==> src/rtl/nt_stim_driver.sv <==
// nt_stim_driver
//   Driving end of an Nt-node detection path. A test vector, its hold length
//   and the expected single-bit response are accepted over a valid/ready
//   handshake. The vector is driven onto the subcircuit inputs for the hold
//   length, kept there while the subcircuit's sequential latency elapses, and
//   then the subcircuit response is sampled and compared. Mismatches are
//   accumulated in a saturating counter.
//
// Ports
//   I1470      clock, rising edge
//   I1477      asynchronous active-high reset
//   in_valid   stimulus request valid
//   in_ready   driver can accept a request (IDLE and not in reset)
//   in_vec     stimulus vector
//   in_hold    drive length in cycles (0 behaves as 1)
//   in_exp     expected response bit
//   dut_vec    vector driven to the subcircuit inputs
//   dut_resp   subcircuit response bit, synchronous to I1470
//   res_valid  one-cycle result strobe
//   res_match  response equals expectation (0 whenever res_valid is 0)
//   mis_cnt    saturating mismatch count since reset
//   busy       high in every state except IDLE
module nt_stim_driver #(
  parameter int VEC_W  = 7,
  parameter int HOLD_W = 4,
  parameter int LAT    = 2,
  parameter int CNT_W  = 8
) (
  input  logic              I1470,
  input  logic              I1477,
  input  logic              in_valid,
  output logic              in_ready,
  input  logic [VEC_W-1:0]  in_vec,
  input  logic [HOLD_W-1:0] in_hold,
  input  logic              in_exp,
  output logic [VEC_W-1:0]  dut_vec,
  input  logic              dut_resp,
  output logic              res_valid,
  output logic              res_match,
  output logic [CNT_W-1:0]  mis_cnt,
  output logic              busy
);

  // The latency counter is 4 bits wide, so LAT must fit 1..15.
  generate
    if (LAT < 1 || LAT > 15) begin : g_lat_range
      $error("nt_stim_driver: LAT must be in 1..15");
    end
  endgenerate

  localparam int LCNT_W = 4;
  localparam logic [LCNT_W-1:0] LAT_V = LCNT_W'(LAT);

  typedef enum logic [1:0] {
    S_IDLE   = 2'd0,
    S_DRIVE  = 2'd1,
    S_WAIT   = 2'd2,
    S_REPORT = 2'd3
  } state_t;

  state_t              state, state_n;
  logic [VEC_W-1:0]    vec_n;
  logic                exp_r, exp_n;
  logic [HOLD_W-1:0]   hcnt, hcnt_n;
  logic [LCNT_W-1:0]   lcnt, lcnt_n;
  logic                rv_n, rm_n;
  logic [CNT_W-1:0]    cnt_n;

  function automatic logic [CNT_W-1:0] sat_inc(input logic [CNT_W-1:0] v);
    return (&v) ? v : v + 1'b1;
  endfunction

  // Ready is gated by reset directly so it drops while reset is held and
  // rises as soon as reset is released with the FSM sitting in IDLE.
  assign in_ready = (state == S_IDLE) && !I1477;
  assign busy     = (state != S_IDLE);

  always_ff @(posedge I1470 or posedge I1477) begin
    if (I1477) begin
      state <= S_IDLE;
    end else begin
      state <= state_n;
    end
  end

  always_ff @(posedge I1470 or posedge I1477) begin
    if (I1477) begin
      dut_vec   <= '0;
      res_valid <= 1'b0;
      res_match <= 1'b0;
      mis_cnt   <= '0;
    end else begin
      dut_vec   <= vec_n;
      res_valid <= rv_n;
      res_match <= rm_n;
      mis_cnt   <= cnt_n;
    end
  end

  // Working registers are only meaningful once loaded by the FSM.
  always_ff @(posedge I1470) begin
    exp_r <= exp_n;
    hcnt  <= hcnt_n;
    lcnt  <= lcnt_n;
  end

  always_comb begin
    state_n = state;
    vec_n   = dut_vec;
    exp_n   = exp_r;
    hcnt_n  = hcnt;
    lcnt_n  = lcnt;
    rv_n    = 1'b0;
    rm_n    = 1'b0;
    cnt_n   = mis_cnt;
    unique case (state)
      S_IDLE: begin
        if (in_valid && in_ready) begin
          vec_n   = in_vec;
          exp_n   = in_exp;
          hcnt_n  = (in_hold == '0) ? HOLD_W'(1) : in_hold;
          state_n = S_DRIVE;
        end
      end
      S_DRIVE: begin
        hcnt_n = hcnt - 1'b1;
        if (hcnt == HOLD_W'(1)) begin
          lcnt_n  = LAT_V;
          state_n = S_WAIT;
        end
      end
      S_WAIT: begin
        lcnt_n = lcnt - 1'b1;
        if (lcnt == LCNT_W'(1)) begin
          rv_n    = 1'b1;
          rm_n    = (dut_resp == exp_r);
          vec_n   = '0;
          if (dut_resp != exp_r) begin
            cnt_n = sat_inc(mis_cnt);
          end
          state_n = S_REPORT;
        end
      end
      S_REPORT: begin
        state_n = S_IDLE;
      end
      default: begin
        state_n = S_IDLE;
      end
    endcase
  end

endmodule

==> config.mk <==
export PLATFORM = sky130hd
export DESIGN_NAME = nt_stim_driver
export DESIGN_NICKNAME = d
export VERILOG_FILES = /design/src/rtl/nt_stim_driver.sv
export SDC_FILE = /design/constraint.sdc
export NUM_CORES = 1
export LEC_CHECK = 0
export ABC_AREA = 1
export CAP_MARGIN = 0
export CORE_ASPECT_RATIO = 0.6
export CORE_MARGIN = 2
export CORE_UTILIZATION = 50
export CTS_CLUSTER_SIZE = 30
export DETAILED_ROUTE_END_ITERATION = 16
export PLACE_DENSITY = 0.9
export RECOVER_POWER = 100
export SYNTH_ARGS = -nofsm -noshare
export SYNTH_HDL_FRONTEND = slang
export SYNTH_SLANG_ARGS = --single-unit
export TNS_END_PERCENT = 100
==> constraint.sdc <==
create_clock -name I1470 -period 2.55 [get_ports I1470]
set_input_delay 0.3825 -clock I1470 [delete_from_list [all_inputs] [get_ports I1470]]
set_output_delay 0.3825 -clock I1470 [all_outputs]
set_load 0.02 [all_outputs]
==> impl_metrics.csv <==
group,metric,value,unit
status,outcome,"finished clean",
worst_setup_path,crit_type,"register to output port",
global_route,grt_pass1_wl,5050,µm
layout,area_growth,22.29,%
global_route,grt_use_total,0.1689,
layout,mostFrequentLayoutCell,"nand2_1",
synthesis,seq_area_frac_synth,0.4488,
timing,rsz0062_at_grt,"false",
synthesis,syn_area,1662,µm²
timing,fmax,0.4389,GHz
worst_setup_path,cp_data_required_time,2.17,ns
synthesis,synth_cell_type_count,27,
layout,fin_cells,275,
floorplan,die_h,48.66,µm
synthesis,synth_cells,194,
place,io_buffer_count,34,
clock_network,cts_tree,"yes",
clock_network,htreeDepth,1,
clock_network,cts_made_buffers,3,
timing,clock_skew,0.004373,ns
floorplan,die_w,78.42,µm
clock_network,clockBufferDepth,2,
power,ir_drop,708.8,µV
global_route,grt_max_degree,20,
floorplan,rows,16,
hold_path,worstHoldPathType,"register to register",
floorplan,die_area,3816,µm²
detailed_routing,drt_wl_total,2914,µm
power,power,1.934,mW
timing,hold_violations,0,
synthesis,synthFlopType,"dfrtp_1",
synthesis,syn_nets,219,
timing,worst_slew_pin_slew,0.7050,ns
timing,period_needed,2.278,ns
detailed_routing,drt_iter0_markers,38,
synthesis,ys_ff_latch,28,
layout,layout_common_cells,"70 x nand2_1, 25 x inv_1, 20 x dlygate4sd3_1, 19 x dfrtp_1, 14 x clkdlybuf4s50_1",
clock_network,cts_resized,0,
global_route,antenna_found_initial,0,
place,routabilityCongestion,0.8158,
power,power_density,951.9,nW/µm²
clock_network,postCtsSetupRepairBufs,0,
detailed_routing,drc,0,
worst_setup_path,cp-end-kind,"output port",
detailed_routing,antenna_left,0,
place,hpwl,2332,µm
clock_network,cts_root_buffer,"clkbuf_8",
power,leakagePower,1.055,nW
timing,fin_setup_tns,0,ns
timing,setup_violations,0,
timing,setup_slack,0.2718,ns
floorplan,core,3223,µm²
layout,antenna_cells,0,
synthesis,synth_edf_count,9,
floorplan,io_pins,35,
clock_network,clk_pin_slew,0.09,ns
clock_network,cts_hold_buf,0,
timing,finalMaxSlewViolations,0,
worst_setup_path,cp_max_fo,3,
place,dpl.cell_count,271,
clock_network,insertion_delay,0.27,ns
flow_run,maxCapViolCount,0,
detailed_routing,firstDrtPassIters,4,
timing,min_period_over_period,0.8934,
floorplan,initial_core_util,0.5155,
worst_setup_path,cp-start-kind,"register",
detailed_routing,avgRoutedWirePerCell,10.60,µm
timing,slew_headroom,0.5295,
layout,nets,256,
synthesis,ys_warn_count,0,
detailed_routing,viasPerCell,4.647,
layout,layout-drive-gt1-share,0.06957,
clock_network,cts.sinks,28,
synthesis,synthArstFlopShare,0.6786,
global_route,overflow,0,
synthesis,avgSynthCellArea,8.565,µm²
global_route,grt_pass1_vias,1173,
place,dp_slack,0.5357,ns
worst_setup_path,worstPathArrival,1.90,ns
detailed_routing,dr_total_vias,1278,
per-stage QoR:
| stage | util | area (µm²) | hold WS, ns |
|---|---|---|---|
| 4_1_cts | 0.6537 | 2107 | 0.4927 |
| 3_5_place_dp | 0.6316 | 2036 | 0.4697 |
| 6_report | 0.6304 | 2032 | 0.4833 |
| 5_1_grt | 0.6304 | 2032 | 0.5302 |
| 2_1_floorplan | - | 1662 | 0.3336 |
| 3_3_place_gp | 0.6316 | 2036 | 0.4673 |
sequential cells by signal, indices dropped and copies added, names as in the netlist:
| register | cells |
|---|---|
| mis_cnt | 8 |
| dut_vec | 7 |
| hcnt | 4 |
| lcnt | 4 |
| state | 2 |
| exp_r | 1 |
| res_match | 1 |
| res_valid | 1 |
cells by family after synthesis:
group                    Yosys count  synth area share
adder cells (fa/ha/maj)            9           0.06777
XOR/XNOR                           5           0.02636
AND/OR/NAND/NOR                  103            0.2967
AO/OA/AOI/OAI                     18           0.07832
flip-flops                        28            0.4488
buffers and inverters             31           0.08208
layer usage:
layer | track usage | vias to the layer above | share of wire
li1 | - | 680 | -
met1 | 0.2315 | 559 | 0.52
met2 | 0.2701 | 37 | 0.42
met3 | 0.05410 | 2 | 0.061
met4 | 0.02632 | 0 | 0.0041
met5 | 0 | - | 0
cell usage after synthesis (3+ instances only):
cell type	number	area (µm²)
o21ai_0	7	35.03
inv_2	3	11.26
xnor2_1	3	26.28
nand3_1	11	55.05
nand4_1	3	18.77
inv_1	25	93.84
ha_1	9	112.6
nor2_1	10	37.54
nand2_1	67	251.5
edfxtp_1	9	270.3
o21ai_2	7	61.31
dfrtp_1	19	475.5
nand2_4	3	33.78
layout make-up:
cell class | instances | area (µm²)
fillers | 275 | 1191
flip-flops and latches | 28 | 745.7
multi-input cells | 135 | 708.2
repair buffers | 34 | 340.3
inverters | 29 | 110.1
well taps | 45 | 56.30
clock buffers | 3 | 41.29
clock inverters | 1 | 30.03
worst max-delay path: stages (launching register included):
cell,delay [ns]
dfrtp_1,0.41
inv_1,0.11
ha_1,0.26
inv_1,0.09
nor2_1,0.13
clkdlybuf4s50_1,0.62
path summary, 6_finish.rpt:
kind,from,endpoint,slack [ns],cells after the start
worst max-delay path,state[1],in_ready,0.27,5
worst min-delay path,dut_vec[3],dut_vec[3],0.48,2
worst max register to register,state[0],dut_vec[0],0.42,6
worst min register to register,dut_vec[3],dut_vec[3],0.48,2
max in group asynchronous,I1477,mis_cnt[0],1.36,2
min in group asynchronous,I1477,state[0],0.74,2
where the power goes:
| part | switching (mW) | internal, mW | leakage, nW | total, mW |
|---|---|---|---|---|
| combinational | 0.538 | 0.330 | 0.683 | 0.868 |
| clock | 0.127 | 0.210 | 0.0357 | 0.337 |
| sequential | 0.0846 | 0.645 | 0.336 | 0.729 |
| total | 0.749 | 1.18 | 1.05 | 1.93 |
Note: power is estimated with default switching activity, not from simulation.
